==> config.mk <==
export PLATFORM = sky130hd
export DESIGN_NAME = rvc_asap_5pl_dmem_arb
export DESIGN_NICKNAME = d
export VERILOG_FILES = /design/src/rtl/rvc_asap_pkg.sv /design/src/rtl/rvc_asap_5pl_dmem_arb.sv
export SDC_FILE = /design/constraint.sdc
export NUM_CORES = 1
export LEC_CHECK = 0
export CORE_AREA = 3 3 121 123
export DETAILED_ROUTE_END_ITERATION = 6
export DIE_AREA = 0 0 124 126
export GPL_TIMING_DRIVEN = 0
export PLACE_DENSITY = 0.67
export SYNTH_ARGS = -nofsm -noshare
export SYNTH_HDL_FRONTEND = slang
export SYNTH_SLANG_ARGS = --single-unit
export TNS_END_PERCENT = 20
==> constraint.sdc <==
create_clock -name Clock -period 2.9 [get_ports Clock]
set_clock_uncertainty 0.2 [all_clocks]
set_input_delay 0.29 -clock Clock [delete_from_list [all_inputs] [get_ports Clock]]
set_output_delay 0.29 -clock Clock [all_outputs]
set_load 0.005 [all_outputs]
==> src/rtl/rvc_asap_pkg.sv <==
// Shared types for the rvc_asap_5pl D_MEM arbiter: arbiter state,
// read-data owner and the request bundle presented to D_MEM.
package rvc_asap_pkg;

  localparam int DMEM_ADDR_W = 32;
  localparam int DMEM_DATA_W = 32;

  typedef enum logic {
    ARB_NORMAL,
    ARB_LOCK
  } t_arb_state;

  typedef enum logic [1:0] {
    OWN_NONE,
    OWN_CORE,
    OWN_DBG
  } t_dmem_owner;

  typedef struct packed {
    logic [DMEM_ADDR_W-1:0]   addr;
    logic [DMEM_DATA_W-1:0]   wr_data;
    logic [DMEM_DATA_W/8-1:0] byte_en;
    logic                     wr_en;
  } t_dmem_req;

endpackage

==> src/rtl/rvc_asap_5pl_dmem_arb.sv <==
// D_MEM port arbiter between the core's Q103H load/store and a debug master,
// with starvation protection for debug and an exclusive debug lock mode.
module rvc_asap_5pl_dmem_arb
  import rvc_asap_pkg::*;
#(
  parameter int ADDR_W   = DMEM_ADDR_W,
  parameter int DATA_W   = DMEM_DATA_W,
  parameter int MAX_WAIT = 8
) (
  input  logic                Clock,
  input  logic                Rst,
  input  logic                CoreReqValid,
  input  logic [ADDR_W-1:0]   CoreAddr,
  input  logic [DATA_W-1:0]   CoreWrData,
  input  logic [DATA_W/8-1:0] CoreByteEn,
  input  logic                CoreWrEn,
  output logic                CoreStall,
  output logic [DATA_W-1:0]   CoreRdData,
  input  logic                DbgReqValid,
  output logic                DbgReqReady,
  input  logic [ADDR_W-1:0]   DbgAddr,
  input  logic [DATA_W-1:0]   DbgWrData,
  input  logic [DATA_W/8-1:0] DbgByteEn,
  input  logic                DbgWrEn,
  input  logic                DbgLock,
  output logic                DbgLocked,
  output logic                DbgRspValid,
  output logic [DATA_W-1:0]   DbgRdData,
  output logic [ADDR_W-1:0]   MemAddr,
  output logic [DATA_W-1:0]   MemWrData,
  output logic [DATA_W/8-1:0] MemByteEn,
  output logic                MemWrEn,
  output logic                MemRdEn,
  input  logic [DATA_W-1:0]   MemRdData
);

  localparam int WAIT_W = $clog2(MAX_WAIT + 1);
  localparam logic [WAIT_W-1:0] MAX_WAIT_C = WAIT_W'(MAX_WAIT);

  t_arb_state        state_q, state_d;
  logic [WAIT_W-1:0] wait_cnt_q, wait_cnt_d;
  t_dmem_owner       owner_q, owner_d;
  logic              dbg_rsp_vld_q, dbg_rsp_vld_d;
  logic              dbg_rd_q, dbg_rd_d;

  logic      core_gnt;
  logic      dbg_gnt;
  t_dmem_req core_req;
  t_dmem_req dbg_req;
  t_dmem_req mem_req;

  assign core_req = '{addr: CoreAddr, wr_data: CoreWrData, byte_en: CoreByteEn, wr_en: CoreWrEn};
  assign dbg_req  = '{addr: DbgAddr, wr_data: DbgWrData, byte_en: DbgByteEn, wr_en: DbgWrEn};

  // Grants are forced low while reset is asserted so the port stays quiet.
  always_comb begin
    core_gnt   = 1'b0;
    dbg_gnt    = 1'b0;
    wait_cnt_d = '0;
    state_d    = DbgLock ? ARB_LOCK : ARB_NORMAL;
    if (Rst) begin
      if (state_q == ARB_LOCK) begin
        dbg_gnt = DbgReqValid;
      end else if (CoreReqValid) begin
        if (wait_cnt_q == MAX_WAIT_C && DbgReqValid) begin
          dbg_gnt = 1'b1;
        end else begin
          core_gnt = 1'b1;
          if (DbgReqValid) wait_cnt_d = wait_cnt_q + WAIT_W'(1);
        end
      end else begin
        dbg_gnt = DbgReqValid;
      end
    end

    mem_req = '0;
    if (dbg_gnt)       mem_req = dbg_req;
    else if (core_gnt) mem_req = core_req;

    owner_d       = dbg_gnt ? OWN_DBG : (core_gnt ? OWN_CORE : OWN_NONE);
    dbg_rsp_vld_d = dbg_gnt;
    dbg_rd_d      = dbg_gnt & ~DbgWrEn;
  end

  always_ff @(posedge Clock) begin
    if (!Rst) begin
      state_q       <= ARB_NORMAL;
      wait_cnt_q    <= '0;
      owner_q       <= OWN_NONE;
      dbg_rsp_vld_q <= 1'b0;
      dbg_rd_q      <= 1'b0;
    end else begin
      state_q       <= state_d;
      wait_cnt_q    <= wait_cnt_d;
      owner_q       <= owner_d;
      dbg_rsp_vld_q <= dbg_rsp_vld_d;
      dbg_rd_q      <= dbg_rd_d;
    end
  end

  assign MemAddr    = mem_req.addr;
  assign MemWrData  = mem_req.wr_data;
  assign MemByteEn  = mem_req.byte_en;
  assign MemWrEn    = mem_req.wr_en;
  assign MemRdEn    = (core_gnt | dbg_gnt) & ~mem_req.wr_en;

  assign CoreStall   = Rst & CoreReqValid & ~core_gnt;
  assign DbgReqReady = dbg_gnt;
  assign DbgLocked   = Rst & (state_q == ARB_LOCK);

  // Q104H return path: steer the single read-data bus to the previous owner.
  assign CoreRdData  = (Rst && owner_q == OWN_CORE) ? MemRdData : '0;
  assign DbgRspValid = Rst & dbg_rsp_vld_q;
  assign DbgRdData   = (Rst && owner_q == OWN_DBG && dbg_rd_q) ? MemRdData : '0;

endmodule

* Word-level counts from Yosys, hierarchy flattened
Cells that the tools add are included.
** Operators by class
- Add/subtract/negate cells :: 1
- Equal/unequal tests :: 3
- Muxes and demuxes :: 15
- Bitwise logic cells :: 13
- Reduce and logical (&&, ||, !) cells :: 6
** Operators by type and width (count)
- $mux 69 :: 2
- $mux 32 :: 2
- $mux 1 :: 10
- $and 1x1->1 :: 6
- $not 1->1 :: 6
- $reduce_or 5->1 :: 1
- $add 4x1->4 const B :: 1
- $eq 4x4->1 const B :: 1
- $logic_and 1x1->1 :: 4
- $eq 2x1->1 const B :: 1
- $eq 2x2->1 const B :: 1
- $mux 2 :: 1
- $reduce_or 2->1 :: 1
- $or 1x1->1 :: 1
** Word-level totals
- Flip-flop bits (word level) :: 9
- Input bits :: 175
- Output and inout bits :: 138
- Logic and storage cells :: 44

* Logic depth before layout (Yosys ltp)
- Depth in word-level cells :: 10
- Gate-level depth with buffers :: 7

* Worst setup path after synthesis
Ideal clock, no wire load.
- Kind :: flip-flop to output port
- Start point :: register wait_cnt_q[0]
- End point :: output MemByteEn[2]
- Arrival :: 1.375 ns
- Data required time :: 2.410 ns
- Slack :: 1.035 ns
- Cell stages (with the launch flop) :: 8
- Path buffers :: 2
- Cells stage by stage :: dfxtp_1 inv_1 ha_1 and4b_4 nand2b_4 buf_12 buf_12 o22ai_1
** On the way
- Word-level cells in the longest chain between the ends :: 8
- Elaborated cells between the ends (all ways) :: 12
- Those cells by class :: eq/ne (1); mux (10); reduce/logical (1)
** RTL lines
- start: declaration :: line rvc_asap_5pl_dmem_arb.sv:41 : logic [WAIT_W-1:0] wait_cnt_q, wait_cnt_d;
- start signal: assignment :: line rvc_asap_5pl_dmem_arb.sv:94 : wait_cnt_q <= wait_cnt_d;
- $eq 4x4->1 (*) :: line rvc_asap_5pl_dmem_arb.sv:65 : if (wait_cnt_q == MAX_WAIT_C && DbgReqValid) begin
- $logic_and 1x1->1 (*) :: line rvc_asap_5pl_dmem_arb.sv:65
- $mux 1 :: line rvc_asap_5pl_dmem_arb.sv:65
- $mux 1 :: line rvc_asap_5pl_dmem_arb.sv:64 : end else if (CoreReqValid) begin
- $mux 1 :: line rvc_asap_5pl_dmem_arb.sv:62 : if (state_q == ARB_LOCK) begin
- $mux 1 :: line rvc_asap_5pl_dmem_arb.sv:61 : if (Rst) begin
- $mux 69 :: line rvc_asap_5pl_dmem_arb.sv:78 : else if (core_gnt) mem_req = core_req;
- $mux 69 (*) :: line rvc_asap_5pl_dmem_arb.sv:77 : if (dbg_gnt) mem_req = dbg_req;
- end: declaration :: line rvc_asap_5pl_dmem_arb.sv:31 : output logic [DATA_W/8-1:0] MemByteEn,
Mark *: on every way between the ends. The rest lies on a longest branch, timed or not.

* Worst setup path after layout
- Start point :: register wait_cnt_q[0]
- End point :: output MemAddr[8]
** On the way
- Word-level cells in the longest chain between the ends :: 8
- Elaborated cells between the ends (all ways) :: 12
- Those cells by class :: eq/ne (1); mux (10); reduce/logical (1)
** RTL lines
- $eq 4x4->1 (*) :: line rvc_asap_5pl_dmem_arb.sv:65
- $logic_and 1x1->1 (*) :: line rvc_asap_5pl_dmem_arb.sv:65
- $mux 1 :: line rvc_asap_5pl_dmem_arb.sv:65
- $mux 1 :: line rvc_asap_5pl_dmem_arb.sv:64
- $mux 1 :: line rvc_asap_5pl_dmem_arb.sv:62
- $mux 1 :: line rvc_asap_5pl_dmem_arb.sv:61
- $mux 69 :: line rvc_asap_5pl_dmem_arb.sv:78
- $mux 69 (*) :: line rvc_asap_5pl_dmem_arb.sv:77
- end: declaration :: line rvc_asap_5pl_dmem_arb.sv:29 : output logic [ADDR_W-1:0] MemAddr,
Marked as above.

==> flow_metrics.tcl <==
set metrics [dict create \
    wl_per_cell_um 15.53 \
    clkLatencyLatePin_ns 0.23 \
    start_kind "flop" \
    finish.utilization_pct 40.48 \
    core.rowCount 43 \
    setup_viol 0 \
    fp.coreArea_sq_mm 0.01377 \
    vdd.ir_drop.worst_mv 0.1180 \
    max_slew_margin_pct 71.96 \
    critPathKind "flop to output pin" \
    grt_start_max_net_pins 11 \
    r2r_slack_ns 1.06 \
    leakage_nw 2.126 \
    hold_viol 0 \
    cts_max_level 1 \
    holdPathStages 3 \
    fin_crit_sh_pct 96.96 \
    cts_buffers 3 \
    min-delay-path-class "input pin to flop" \
    rsz0062_at_grt "true" \
    synth_warnings 0 \
    drive_gt1_share_pct 8.072 \
    p_per_area_mw_per_mm2 180.7 \
    worstPathMaxFanout 10 \
    drc_errors 0 \
    cts-root-to-sink-buffers 2 \
    path_clk_slew_ns 0.04 \
    synth_edf_count 0 \
    ant_nets 0 \
    synth_seq_cells 8 \
    drt-pass1-iter-count 4 \
    place.gp.congestion 0.7960 \
    dp_hpwl_um 10960 \
    ys_types 31 \
    area_growth_pct 167.1 \
    start_util_pct 15.15 \
    reg2reg_to "dbg_rd_q$_SDFF_PN0_" \
    min_period_ns 2.812 \
    die_w_um 124 \
    maxCapViolCount 0 \
    synthArstFlopShare_pct 0 \
    critPathArrivalTime_ns 2.32 \
    required_ns 2.41 \
    syn_avg_cell_area_sq_um 5.912 \
    ios 313 \
    ys_top_cells_by_area "nand2_1 (25%), and2_1 (20%), o22ai_1 (17%)" \
    timing.critical_path.from "wait_cnt_q[0]$_SDFF_PP0_" \
    grt_pass1_vias 3486 \
    worst_pin_slew_ns 0.4162 \
    fin_nets 848 \
    netlist_instances 353 \
    antenna_found_initial 0 \
    cts_hold_buf 0 \
    grt_pass1_wl_um 18310 \
    routed_wl_um 13180 \
    synth.largest_area_cell "nand2_1" \
    synth_fp_nets 530 \
    synth_flop_cell "dfxtp_1" \
    clock-sinks 8 \
    dieHeight_um 126 \
    gr-total-overflow 0 \
    status "finished, final reports clean" \
    gr-usage-all-layers_pct 14.98 \
    setup.worst_path.end "MemAddr[8]" \
    syn-cell-area_sq_mm 0.002087 \
    end_kind "output pin" \
    num_antenna_cells 0 \
    die_area_sq_mm 0.01562 \
    synth_top_area_share_pct 25.36 \
    io_buffers 312 \
    cts_tree "done" \
    yosysSeqAreaShare_pct 7.674 \
    tns_ns 0 \
    via_per_inst 4.289 \
    fmax_mhz 355.6 \
    dr_total_vias 3641 \
    r2r-start "wait_cnt_q[0]$_SDFF_PP0_" \
    slew_viol_final 0 \
    cts_root_buf "clkbuf_16" \
    reg2reg_depth 7 \
    drtIter0Drc 81 \
]
==> worst min path at each step <==
| stage | start | end | slack [ns] |
|---|---|---|---|
| floorplan | DbgLock | state_q$_SDFF_PN0_ | 0.22 |
| global placement | wait_cnt_q[0]$_SDFF_PP0_ | wait_cnt_q[0]$_SDFF_PP0_ | 0.29 |
| detailed placement | wait_cnt_q[0]$_SDFF_PP0_ | wait_cnt_q[0]$_SDFF_PP0_ | 0.30 |
| CTS | wait_cnt_q[0]$_SDFF_PP0_ | wait_cnt_q[0]$_SDFF_PP0_ | 0.32 |
| global route | DbgReqValid | wait_cnt_q[1]$_SDFF_PP0_ | 0.28 |
| finish | DbgReqValid | wait_cnt_q[1]$_SDFF_PP0_ | 0.25 |
==> power breakdown <==
group          total [mW]  switching, mW  internal (mW)
sequential          0.116        0.00203          0.114
combinational       0.660          0.236          0.424
clock               0.231         0.0536          0.178
total                1.01          0.292          0.716
==> layer usage <==
metal | wire length (um) | GRT usage (%) | vias up | share of wire (%)
met4 | 216 | 3.995 | 0 | 1.6
met1 | 4688 | 15.29 | 1576 | 36
met5 | 0 | 0 | - | 0
met2 | 6735 | 29.05 | 221 | 51
met3 | 1544 | 4.311 | 18 | 12
li1 | - | - | 1826 | -
==> kinds of logic after synthesis <==
| group | count (synthesis) | synth area share (%) |
|---|---|---|
| compound gates | 76 | 27.76 |
| simple gates | 227 | 51.62 |
| fa+ha+maj | 2 | 1.199 |
| buf+inv | 40 | 11.75 |
| flops | 8 | 7.674 |
==> sequential cells by signal, summed over array words and instances, names as in the netlist <==
| name | count |
|---|---|
| state_q | 1 |
| dbg_rd_q | 1 |
| wait_cnt_q | 4 |
| owner_q | 2 |
==> final cells by class <==
cell class | count | area [sq um]
inverter | 3 | 11.26
clock buffer | 3 | 75.07
tap | 180 | 225.2
timing repair buffer | 313 | 3146
buffer | 37 | 255.2
sequential | 8 | 160.2
multi-input combinational | 305 | 1703
fill | 1423 | 8198
==> cell usage after synthesis, types with 2 or more instances <==
library cell / instances
nand2b_1: 3
buf_2: 8
nor2_1: 4
ha_1: 2
and2_1: 67
o22ai_2: 13
dfxtp_1: 8
clkbuf_1: 20
o22ai_1: 56
buf_12: 2
nand2_1: 141
nand3_1: 2
buf_6: 5
nor2b_1: 3
inv_1: 3
==> placed cells by master, fill, tap and decap left out, types with 2 or more instances in the layout <==
| master | instances |
|---|---|
| buf_12 | 3 |
| clkbuf_1 | 8 |
| buf_4 | 3 |
| and2_1 | 67 |
| buf_6 | 5 |
| clkbuf_2 | 10 |
| nor2_1 | 3 |
| ha_1 | 2 |
| clkdlybuf4s50_1 | 311 |
| clkbuf_16 | 3 |
| buf_2 | 6 |
| nand2b_1 | 3 |
| inv_1 | 3 |
| nand2_1 | 141 |
| dfxtp_1 | 8 |
| o22ai_1 | 53 |
| o22ai_2 | 16 |
| nor2b_1 | 3 |
| nand3_1 | 2 |
==> through the flow <==
step                hold slack [ns]  total power [mW]  instance area [sq um]  worst slack [ns]  cells
floorplan                    0.2173            0.3259                   2087             1.035    353
global placement             0.2879            0.7727                   5435           -0.3215    845
detailed placement           0.3003            0.7730                   5435           -0.3401    845
CTS                          0.3198             1.013                   5532          0.001561    848
global route                 0.2788             1.070                   5575          -0.06006    849
finish                       0.2504             1.007                   5575           0.08816    849
==> worst max-delay path, cell delays in order (launching register included) <==
cell             delay, ns
dfxtp_1               0.39
inv_1                 0.08
ha_1                  0.23
and4b_4               0.24
nand2b_4              0.15
buf_12                0.15
buf_6                 0.14
o22ai_1               0.16
clkdlybuf4s50_1       0.55
==> timing repair <==
| action | in CTS | in global routing |
|---|---|---|
| setup buffers | 0 | 1 |
| gates cloned | 0 | 0 |
| endpoints found under the setup margin | 19 | 83 |
| gates resized for setup | 10 | 15 |
Note: power is estimated with default switching activity, not from simulation.
==> edit (config.mk and constraints unchanged) <==
Reset style: asynchronous (`Rst`), changed in one clocked block.
--- a/src/rtl/rvc_asap_5pl_dmem_arb.sv
+++ b/src/rtl/rvc_asap_5pl_dmem_arb.sv
@@ -83,5 +83,5 @@
   end
 
-  always_ff @(posedge Clock) begin
+  always_ff @(posedge Clock or negedge Rst) begin
     if (!Rst) begin
       state_q       <= ARB_NORMAL;
Behaviour: no difference found for any inputs over 10 cycles, from zero or initial values and one cycle with Rst low; that may be too few to reach the edited logic, so the function may still have changed.
==> edit against the unedited design <==
- total power down 3.6%
- wire length up 1.4%
- cell area up 0.34%
- sequential cell count unchanged
- cell count up 0.12%
- setup slack better by 0.0018 ns
- synthesized area down 0.84%
- critical endpoint is now MemWrData[11]
==> edit: results (changes against the unedited design) <==
----------------------------------------------------
[Setup path]
  Critical Path Fanout Max ... 10 (unchanged)
  Launching point of the worst reg2reg path ... wait_cnt_q[0]$_DFF_PN0_
  Reg2Reg Setup Slack ... 1.04 ns (-0.02 ns)
  Reg-to-reg endpoint ... dbg_rd_q$_DFF_PN0_

[Route]
  Initial DRC Count ... 124 (+53%)
  Total vias in the final route ... 3662 (+0.58%)
  Length of the first detailed-routing pass in iterations ... 4 (unchanged)
  M1 wire length ... 4.96 mm (+5.8%)
  Mean routed wirelength per cell ... 15.7 um (+1.3%)
  Met2 routed WL ... 6.84 mm (+1.5%)
  Routed met3 length ... 1.36 mm (-12%)

[Timing]
  Measured slew at the worst slew-check pin ... 0.467 ns (+0.0508 ns)
  Post-Route Hold Slack ... 0.298 ns (+0.0475 ns)

[Placed design]
  Number of buffers added on ports ... 312 (unchanged)
  DPL Wire Length ... 11.0 mm (+0.71%)
  Instance area at placement ... 5420 um^2 (-0.32%)
  GPL Wtd Cong ... 0.837 (+5.2%)
  Worst Setup Slack post-DPL ... -0.899 ns (-0.559 ns)
  Dpl cells ... 843 (-0.24%)

[Yosys]
  Leading register cell type out of synthesis ... dfrtp_1
  Distinct cells, synth ... 26 (-16%)
  Mean instance size in the synthesized netlist ... 5.90 um^2 (-0.27%)
  Most common library cells after synthesis ... nand2_1, and2_1, o22ai_1
  Syn Nets ... 528 (-0.38%)
  Main area contributors after synthesis ... nand2_1, and2_1, o22ai_1
  Top cell type by total area after synthesis ... nand2_1
  Async SR Flop Fraction ... 100% (+100 points)
  Portion of the post-synthesis area used by sequential elements ... 9.67% (+2.0 points)

[Worst hold path]
  Worst hold start ... wait_cnt_q[0]$_DFF_PN0_
  Worst hold path cell count ... 1 (-2)
  Hold path endpoint ... wait_cnt_q[0]$_DFF_PN0_
  Worst min path class ... flop to flop

[Layout]
  Number of fill cells ... 1457 (+2.4%)
  Flip-flop count of the largest register, all copies and words added ... 4 (unchanged)
  Final cell count without fillers ... 850 (+0.12%)
  Fraction of final layout cells sized beyond drive strength 1 ... 8.06% (-0.012 points)

[CTS]
  CTS-repair resized insts ... 23 (+13)
  Post-CTS Hold Fix Bufs ... 1 (+1)
  Post-CTS Setup Inserts ... 2 (+2)

[GRT]
  Vias in the first global route ... 3446 (-1.1%)
  First-pass GRT wire length ... 18.8 mm (+2.6%)
  Overall fraction of global-route tracks in use ... 15.3% (+0.30 points)

[Pwr]
  Largest vdd supply drop ... 0.000131 V (+11%)
  Leakage power figure ... 2.19 nW (+3.1%)

[Run status]
  Run status ... completed

----------------------------------------------------
==> edit: cell count changes in the layout (fill, tap and decap cells not counted), sizes merged, moves of 3 or more <==
cell	change
dfrtp	+8
dfxtp	-8
clkdlybuf4s50	-6
dlygate4sd2	+5
nor2b	-3
or2	+3
==> edit: kinds of logic after synthesis <==
logic type / after synthesis / synth area share [%]
fa+ha+maj: 2 / 1.21
simple gates: 227 / 51.5
compound gates: 74 / 26.7
buf+inv: 40 / 10.9
flops: 8 / 9.67
==> edit: layer usage <==
metal,track usage (%),vias to the layer above
li1,-,1818
met1,16.9,1619
met2,29.3,211
met3,3.55,14
met4,2.96,0
met5,0,-
==> edit: report_power, final <==
group / leakage [nW] / internal [mW] / switching [mW]
clock: 0.0370 / 0.178 / 0.0521
sequential: 0.108 / 0.115 / 0.00160
combinational: 2.05 / 0.399 / 0.226
==> edit: how the worst max path moves through the flow <==
stage | depth (start not counted) | slack [ns] | from | end
after floorplan | 7 | 0.98 | wait_cnt_q[0]$_DFF_PN0_ | MemAddr[12]
after global placement | 7 | -0.90 | Rst | MemWrData[1]
after detailed placement | 7 | -0.90 | Rst | MemByteEn[0]
after CTS | 8 | 0.01 | wait_cnt_q[0]$_DFF_PN0_ | MemAddr[9]
after global routing | 8 | 0.004 | wait_cnt_q[0]$_DFF_PN0_ | MemWrData[11]
final | 8 | 0.09 | wait_cnt_q[0]$_DFF_PN0_ | MemWrData[11]
==> edit: final cells by class <==
cell class	count	area (um^2)	share of cell area [%]
Timing Repair Buffer	316	3170	56.6
Inverter	3	11.3	0.201
Sequential cell	8	200	3.58
Multi-Input combinational cell	303	1690	30.1
Tap cell	180	225	4.03
Buffer	37	231	4.14
Clock buffer	3	75.1	1.34
